==> src/rtl/multi_signal_capture_pkg.sv <==
// Shared constants for the multi-signal capture block.
//   MODE_LEVEL : every sampled cycle with get high is a hit
//   MODE_EDGE  : only a low-to-high transition of get is a hit
package multi_signal_capture_pkg;

  localparam logic MODE_LEVEL = 1'b0;
  localparam logic MODE_EDGE  = 1'b1;

endpackage

==> src/rtl/capture_channel.sv <==
// One capture channel: history flop for edge detection, sticky captured flag
// and saturating hit counter.
// Ports:
//   clk, rst_n : clock, async active-low reset
//   clr        : window start; clears flag and counter (a same-cycle hit wins)
//   get, en    : capture request and channel enable
//   mode       : MODE_LEVEL / MODE_EDGE
//   hit        : combinational hit for this cycle (feeds first-hit logic)
//   q, cnt     : registered captured flag and hit count
module capture_channel
  import multi_signal_capture_pkg::*;
#(
  parameter int unsigned CNT_W = 8
) (
  input  logic             clk,
  input  logic             rst_n,
  input  logic             clr,
  input  logic             get,
  input  logic             en,
  input  logic             mode,
  output logic             hit,
  output logic             q,
  output logic [CNT_W-1:0] cnt
);

  // get history is tracked every cycle so a mode switch sees the true last value
  logic get_q;

  always_comb begin
    hit = 1'b0;
    if (mode == MODE_EDGE) begin
      hit = en & get & ~get_q;
    end else begin
      hit = en & get;
    end
  end

  always_ff @(posedge clk or negedge rst_n) begin
    if (!rst_n) begin
      get_q <= 1'b0;
      q     <= 1'b0;
      cnt   <= '0;
    end else begin
      get_q <= get;
      if (hit) begin
        q <= 1'b1;
      end else if (clr) begin
        q <= 1'b0;
      end
      if (clr) begin
        cnt <= hit ? CNT_W'(1) : '0;
      end else if (hit && (cnt != '1)) begin
        cnt <= cnt + CNT_W'(1);
      end
    end
  end

endmodule

==> src/rtl/multi_signal_capture.sv <==
// Multi-channel capture with sticky flags, saturating hit counters, a window
// timestamp that advances every other cycle, and first-hit recording.
// Ports:
//   clk, rst_n   : clock, async active-low reset
//   live_rising  : window start; clears all capture state and the timestamp
//   get, en      : per-channel request / enable
//   mode         : 0 level capture, 1 rising-edge capture
//   q, any_q     : sticky captured flags and their OR
//   hit_cnt      : per-channel counters, channel i at [i*CNT_W +: CNT_W]
//   first_valid, first_ch, first_ts : first hit of the window
module multi_signal_capture
  import multi_signal_capture_pkg::*;
#(
  parameter int unsigned N_CH  = 8,
  parameter int unsigned CNT_W = 8,
  parameter int unsigned TS_W  = 16,
  localparam int unsigned CH_W = (N_CH > 1) ? $clog2(N_CH) : 1
) (
  input  logic                  clk,
  input  logic                  rst_n,
  input  logic                  live_rising,
  input  logic [N_CH-1:0]       get,
  input  logic [N_CH-1:0]       en,
  input  logic                  mode,
  output logic [N_CH-1:0]       q,
  output logic                  any_q,
  output logic [N_CH*CNT_W-1:0] hit_cnt,
  output logic                  first_valid,
  output logic [CH_W-1:0]       first_ch,
  output logic [TS_W-1:0]       first_ts
);

  logic [N_CH-1:0] hit;
  logic [CH_W-1:0] first_idx;
  logic [TS_W-1:0] ts_q;
  logic            phase_q;

  for (genvar i = 0; i < N_CH; i++) begin : g_ch
    capture_channel #(
      .CNT_W(CNT_W)
    ) u_ch (
      .clk  (clk),
      .rst_n(rst_n),
      .clr  (live_rising),
      .get  (get[i]),
      .en   (en[i]),
      .mode (mode),
      .hit  (hit[i]),
      .q    (q[i]),
      .cnt  (hit_cnt[i*CNT_W +: CNT_W])
    );
  end

  assign any_q = |q;

  // Lowest-index hitting channel; scanning downward lets the lowest win.
  always_comb begin
    first_idx = '0;
    for (int i = N_CH - 1; i >= 0; i--) begin
      if (hit[i]) begin
        first_idx = CH_W'(i);
      end
    end
  end

  // phase_q halves the rate: ts advances on the second cycle of each pair.
  always_ff @(posedge clk or negedge rst_n) begin
    if (!rst_n) begin
      ts_q    <= '0;
      phase_q <= 1'b0;
    end else if (live_rising) begin
      ts_q    <= '0;
      phase_q <= 1'b0;
    end else begin
      phase_q <= ~phase_q;
      if (phase_q && (ts_q != '1)) begin
        ts_q <= ts_q + TS_W'(1);
      end
    end
  end

  always_ff @(posedge clk or negedge rst_n) begin
    if (!rst_n) begin
      first_valid <= 1'b0;
      first_ch    <= '0;
      first_ts    <= '0;
    end else if (live_rising) begin
      // A hit coincident with the window start becomes that window's first hit.
      first_valid <= |hit;
      first_ch    <= first_idx;
      first_ts    <= '0;
    end else if (!first_valid && (|hit)) begin
      first_valid <= 1'b1;
      first_ch    <= first_idx;
      first_ts    <= ts_q;
    end
  end

endmodule

==> config.mk <==
export PLATFORM = sky130hd
export DESIGN_NAME = multi_signal_capture
export DESIGN_NICKNAME = d
export VERILOG_FILES = /design/src/rtl/multi_signal_capture_pkg.sv /design/src/rtl/capture_channel.sv /design/src/rtl/multi_signal_capture.sv
export SDC_FILE = /design/constraint.sdc
export NUM_CORES = 1
export LEC_CHECK = 0
export CORE_UTILIZATION = 56
export CTS_CLUSTER_DIAMETER = 100
export DETAILED_ROUTE_END_ITERATION = 8
export GPL_TIMING_DRIVEN = 0
export PLACE_DENSITY_LB_ADDON = 0.25
export SLEW_MARGIN = 10
export SYNTH_ARGS = -nofsm -noshare
export SYNTH_HDL_FRONTEND = slang
export SYNTH_SLANG_ARGS = --single-unit
==> constraint.sdc <==
create_clock -name clk -period 4.6 [get_ports clk]
set_input_delay 0.92 -clock clk [delete_from_list [all_inputs] [get_ports clk]]
set_output_delay 0.92 -clock clk [all_outputs]
set_load 0.02 [all_outputs]
# [Word-level counts from Yosys, hierarchy flattened]
# Index checks and enable logic that the tools add are counted.
[classes] add_sub_neg=9 eq_ne=9 muxes=58 bitwise=25 n_reduce_logical=31
[ops] op="$mux W8" count=16
[ops] op="$add A8 B1 Y8 const B" count=8
[ops] op="$mux W16" count=4
[ops] op="$ne A8 B8 Y1 const B" count=8
[ops] op="$reduce_bool A2 Y1" count=18
[ops] op="$mux W3" count=10
[ops] op="$mux W1" count=28
[ops] op="$add A16 B1 Y16 const B" count=1
[ops] op="$and A1 B1 Y1" count=16
[ops] op="$ne A16 B16 Y1 const B" count=1
[ops] op="$reduce_or A8 Y1" count=2
[ops] op="$logic_and A1 B1 Y1" count=10
[ops] op="$not A1 Y1" count=9
[ops] op="$logic_not A1 Y1" count=1
[word_totals] register_bits=117 wordCells=161

# [Logic depth before layout (Yosys ltp)]
[logic_depth] depth_word=13 depth_mapped=7

# [Hierarchy]
# From an unflattened synthesis, not the netlist that was laid out.
[hier_totals] hier_cells=593 area_unflattened_um2=5948.2
[by_module_without_submodules] mod="capture_channel" n_inst=8 cells_per_inst=53 area_per_inst_um2=520.5
[by_module_without_submodules] mod="multi_signal_capture" n_inst=1 cells_per_inst=169 area_per_inst_um2=1784.2

# [Worst setup path before layout]
# No wires, ideal clock.
[synth_timing] path_kind="input to register" start="input en[4]" end="register first_ch[0]" arrival_time_ps=2273 required_time_ps=4475 setup_slack_ps=2202 cell_stages=7 path_cell_list="and2_0 > clkbuf_1 > a32oi_2 > a41oi_2 > nor2_4 > buf_12 > mux2_4"
[synth_via] elab_chain_cells=10 word_cells_on_any_way=13 classes_between="mux (8); bitwise (2); reduce/logical (3)"
[synth_rtl] item="start, declared" line_no="multi_signal_capture.sv:23" text="input logic [N_CH-1:0] en,"
[synth_rtl] item="$and A1 B1 Y1 (*)" line_no="capture_channel.sv:32, capture_channel.sv:34"
[synth_rtl] item="$and A1 B1 Y1" line_no="capture_channel.sv:32" text="hit = en & get & ~get_q;"
[synth_rtl] item="$mux W1 (*)" line_no="capture_channel.sv:31" text="if (mode == MODE_EDGE) begin"
[synth_rtl] item="$mux W3 (5 in a row)" line_no="multi_signal_capture.sv:60" text="if (hit[i]) begin"
[synth_rtl] item="$mux W3" line_no="multi_signal_capture.sv:92" text="end else if (!first_valid && (|hit)) begin"
[synth_rtl] item="$mux W3" line_no="multi_signal_capture.sv:87" text="end else if (live_rising) begin"
[synth_rtl] item="end signal, assigned" line_no="multi_signal_capture.sv:90" text="first_ch <= first_idx;"
[synth_rtl] item="end signal, assigned" line_no="multi_signal_capture.sv:94" text="first_ch <= first_idx;"
[synth_rtl] item="end, declared" line_no="multi_signal_capture.sv:29" text="output logic [CH_W-1:0] first_ch,"
# Mark *: on every way between the ends. The rest lies on a longest branch, timed or not. The select of a mux whose other input is x is not followed.
# A chain may end at the register's enable or synchronous reset.

# [Final worst setup path]
[layout_timing] start="register g_ch[1].u_ch.q" end="output any_q"
[layout_via] elab_chain_cells=1
[layout_rtl] item="start, declared" line_no="capture_channel.sv:22" text="output logic q,"
[layout_rtl] item="start signal, assigned" line_no="capture_channel.sv:41" text="q <= 1'b0;"
[layout_rtl] item="start signal, assigned" line_no="capture_channel.sv:46" text="q <= 1'b1;"
[layout_rtl] item="start signal, assigned" line_no="capture_channel.sv:48" text="q <= 1'b0;"
[layout_rtl] item="$reduce_or A8 Y1" line_no="multi_signal_capture.sv:54" text="assign any_q = |q;"
[layout_rtl] item="end, declared" line_no="multi_signal_capture.sv:26" text="output logic any_q,"
# Every way passes these cells.

==> impl_metrics.csv <==
group,metric,value,unit
placed_design,placed_area,0.007137,mm²
synthesis,async_flop_share,100.0,%
routing,highest_layer,"met4",
sta,finalHoldViolCount,0,
setup_path,slowest_delay,0.56,ns
setup_path,start_kind,"flop",
run_status,status,"completed",
setup_path,reg2reg_slack,2.51,ns
grt,grt_usage,29.27,%
setup_path,cp_slowest_cell,"clkdlybuf4s50_1",
routing,viasPerCell,5.864,
grt,grt_pass1_wl,24.96,mm
routing,vias,4955,
cells_and_area,layout-drive-gt1-share,12.50,%
sta,period_share,63.67,%
synthesis,ys.flop_type,"dfrtp_1",
min_path,min_path_type,"primary input to async pin",
run,maxCapViolCount,0,
clock_network,ctsHoldBuffers,0,
synthesis,syn-cell-area,0.005831,mm²
routing,first_iter_violations,250,
die,fp.dieH,104.0,µm
setup_path,worst-r2r-cell-count,6,
cells_and_area,final_area,0.007760,mm²
routing,met2_length,7.595,mm
setup_path,worst_r2r_startpoint,"g_ch[0].u_ch.cnt[0]",
placed_design,dp_hpwl,9.985,mm
routing,drtPass1Iterations,5,
clock_network,clock_latency,0.52,ns
clock_network,cts_post_setup_buffers_inserted,0,
clock_network,clkTransAtPathRegs,0.06,ns
routing,routed_wirelength,15.08,mm
clock_network,cts_inserted_buffers,17,
die,die_area,0.01082,mm²
routing,wl_per_cell,17.84,µm
cells_and_area,final_cell_count_no_fill,845,
grt,antenna_found_initial,0,
sta,worst_slack,1.671,ns
power,max-vdd-ir-drop,0.2692,mV
sta,min_period,2.929,ns
power,p_leak,3.237,nW
die,ioPinCount,113,
sta,setup_viol,0,
sta,maxSlewHeadroom,54.82,%
setup_path,rr_endpoint,"g_ch[0].u_ch.cnt[7]",
synthesis,ys_ff_latch,117,
power,powerDensity,354.9,mW/mm²
sta,fmax,341.4,MHz
setup_path,end_kind,"primary output",
setup_path,cp_max_fo,3,
clock_network,clock_tree.buffer_depth,2,
cells_and_area,area_delta_synth_final,33.09,%
routing,drtAntennaViolNets,0,
synthesis,yosysSeqAreaShare,50.21,%
placed_design,pre_cts_slack,1.366,ns
setup_path,path_class,"flop to primary output",
die,dieWidth,104.0,µm
setup_path,path_delay_family,"buffers and inverters",
cells_and_area,final_core_utilization,77.95,%
die,rows,36,
clock_network,cts.repair.resized,0,
cells_and_area,final_cell_mix,"117 x dfrtp_1, 110 x clkdlybuf4s50_1, 68 x nor2_1, 44 x nand2_1, 42 x xnor2_1",
clock_network,cts.htree.levels,4,
routing,wl_met3,707,µm
clock_network,cts_tree,"done",
clock_network,clkSinkCount,117,
sta,slew_violations,0,
synthesis,ys_types,65,
synthesis,synth_edf_count,0,
grt,grt_overflow,0,
grt,grt_pass1_vias,5183,
sta,tns,0,ns
synthesis,syn_nets,597,
synthesis,syn-instance-count,568,
sta,max_slew.worst_pin.slew,0.6748,ns
sta,finClkSkew,0.006259,ns
routing,routedLengthMet1,6.252,mm
placed_design,portBuffers,111,
routing,drc,0,
sta,rsz0062_at_grt,"no",
die,initial_utilization,58.57,%
grt,grt_max_degree,70,
synthesis,postSynthAreaPerCell,10.27,µm²
setup_path,worst-path-buf-inv,1,
setup_path,path_cells,"nor4_1 > nand2_1 > clkdlybuf4s50_1",
cells_and_area,final_common_cell,"dfrtp_1",
placed_design,placedCellCount,813,
setup_path,cp.required,3.68,ns
clock_network,cts-root-buf,"clkbuf_8",
cells_and_area,num_antenna_cells,0,
synthesis,ys_warn_count,0,
power,finalPower,2.754,mW
sta,hold_slack,0.3315,ns
placed_design,gp_congestion,0.8615,
die,core-area,0.009955,mm²
cells_and_area,fin_nets,728,
setup_path,cp.arrival,2.01,ns
## worst reg2reg max path, stage by stage, from the launching register on
cell	delay (ns)
dfrtp_1	0.45
ha_1	0.26
and4_1	0.26
a221oi_4	0.34
nand4_1	0.19
or3_1	0.35
a21oi_1	0.16
## kinds of logic after synthesis
group | synth area share [%]
and+or+nand+nor | 20.92
buffers and inverters | 3.798
adders and majority gates | 1.931
muxes | 5.579
DFF | 50.21
AOI/OAI and AO/OA | 10.19
xor gates and xnor gates | 7.360
## worst max path at each step
stage                               from                   to  depth (start not counted)  slack, ns
after global placement             rst_n  g_ch[6].u_ch.cnt[4]                          1      -1.87
after floorplan                    en[4]          first_ch[0]                          7       2.20
after detailed placement            mode          first_ch[0]                          8       1.37
after CTS                 g_ch[1].u_ch.q                any_q                          3       1.67
after global routing      g_ch[1].u_ch.q                any_q                          3       1.61
final                     g_ch[1].u_ch.q                any_q                          3       1.67
## power breakdown
part	switching [mW]	internal (mW)	leakage [nW]
registers	0.0336	1.06	1.58
logic	0.154	0.119	1.34
clock network	0.455	0.931	0.314
## routing by layer
layer | vias to the layer above | GRT usage, %
met5 | - | 0
met4 | 0 | 18.16
met3 | 45 | 5.827
met2 | 213 | 48.00
met1 | 2447 | 35.61
li1 | 2250 | -
## synth_stat cells, drive strengths merged, types with 3 or more instances
cell    number  area [µm²]
nand3       27       135.1
a21o         5       38.79
clkbuf      10       37.54
buf         15       112.6
dfrtp      117        2928
xnor2       42       367.9
nor3        29       150.1
xor2         7       61.31
nor2        69       266.5
a31o         5       43.79
nor2b       14       87.58
o21ai       17       88.84
inv         18       67.56
or2          4       25.02
a21oi       17       85.08
and4         5       43.79
o22ai        3       18.77
mux2i       13       130.1
and2         8       53.80
or3          6       37.54
mux2        15       195.2
nand4       11       75.07
o211ai       6       50.05
nand2       45       171.4
ha           9       112.6
a32oi        3       41.29
nor4        10       62.56
a211oi       3       22.52
and3         8       50.05
## area by class of cell
type                    instances  area, µm²
clock buffers                  22      473.0
flip-flops and latches        117       2928
clock inverters                10      150.1
inverters                      19      71.32
multi-input cells             407       2681
repair buffers                112       1140
well taps                     133      166.4
plain buffers                  25      150.1
fillers                       663       2195
## registers in the layout, summed over array words and instances, names as in the netlist
signal           count
first_ts            16
ts_q                16
g_ch.u_ch.get_q      8
phase_q              1
first_valid          1
first_ch             3
g_ch.u_ch.cnt       64
g_ch.u_ch.q          8
(Power assumes the default switching activity.)
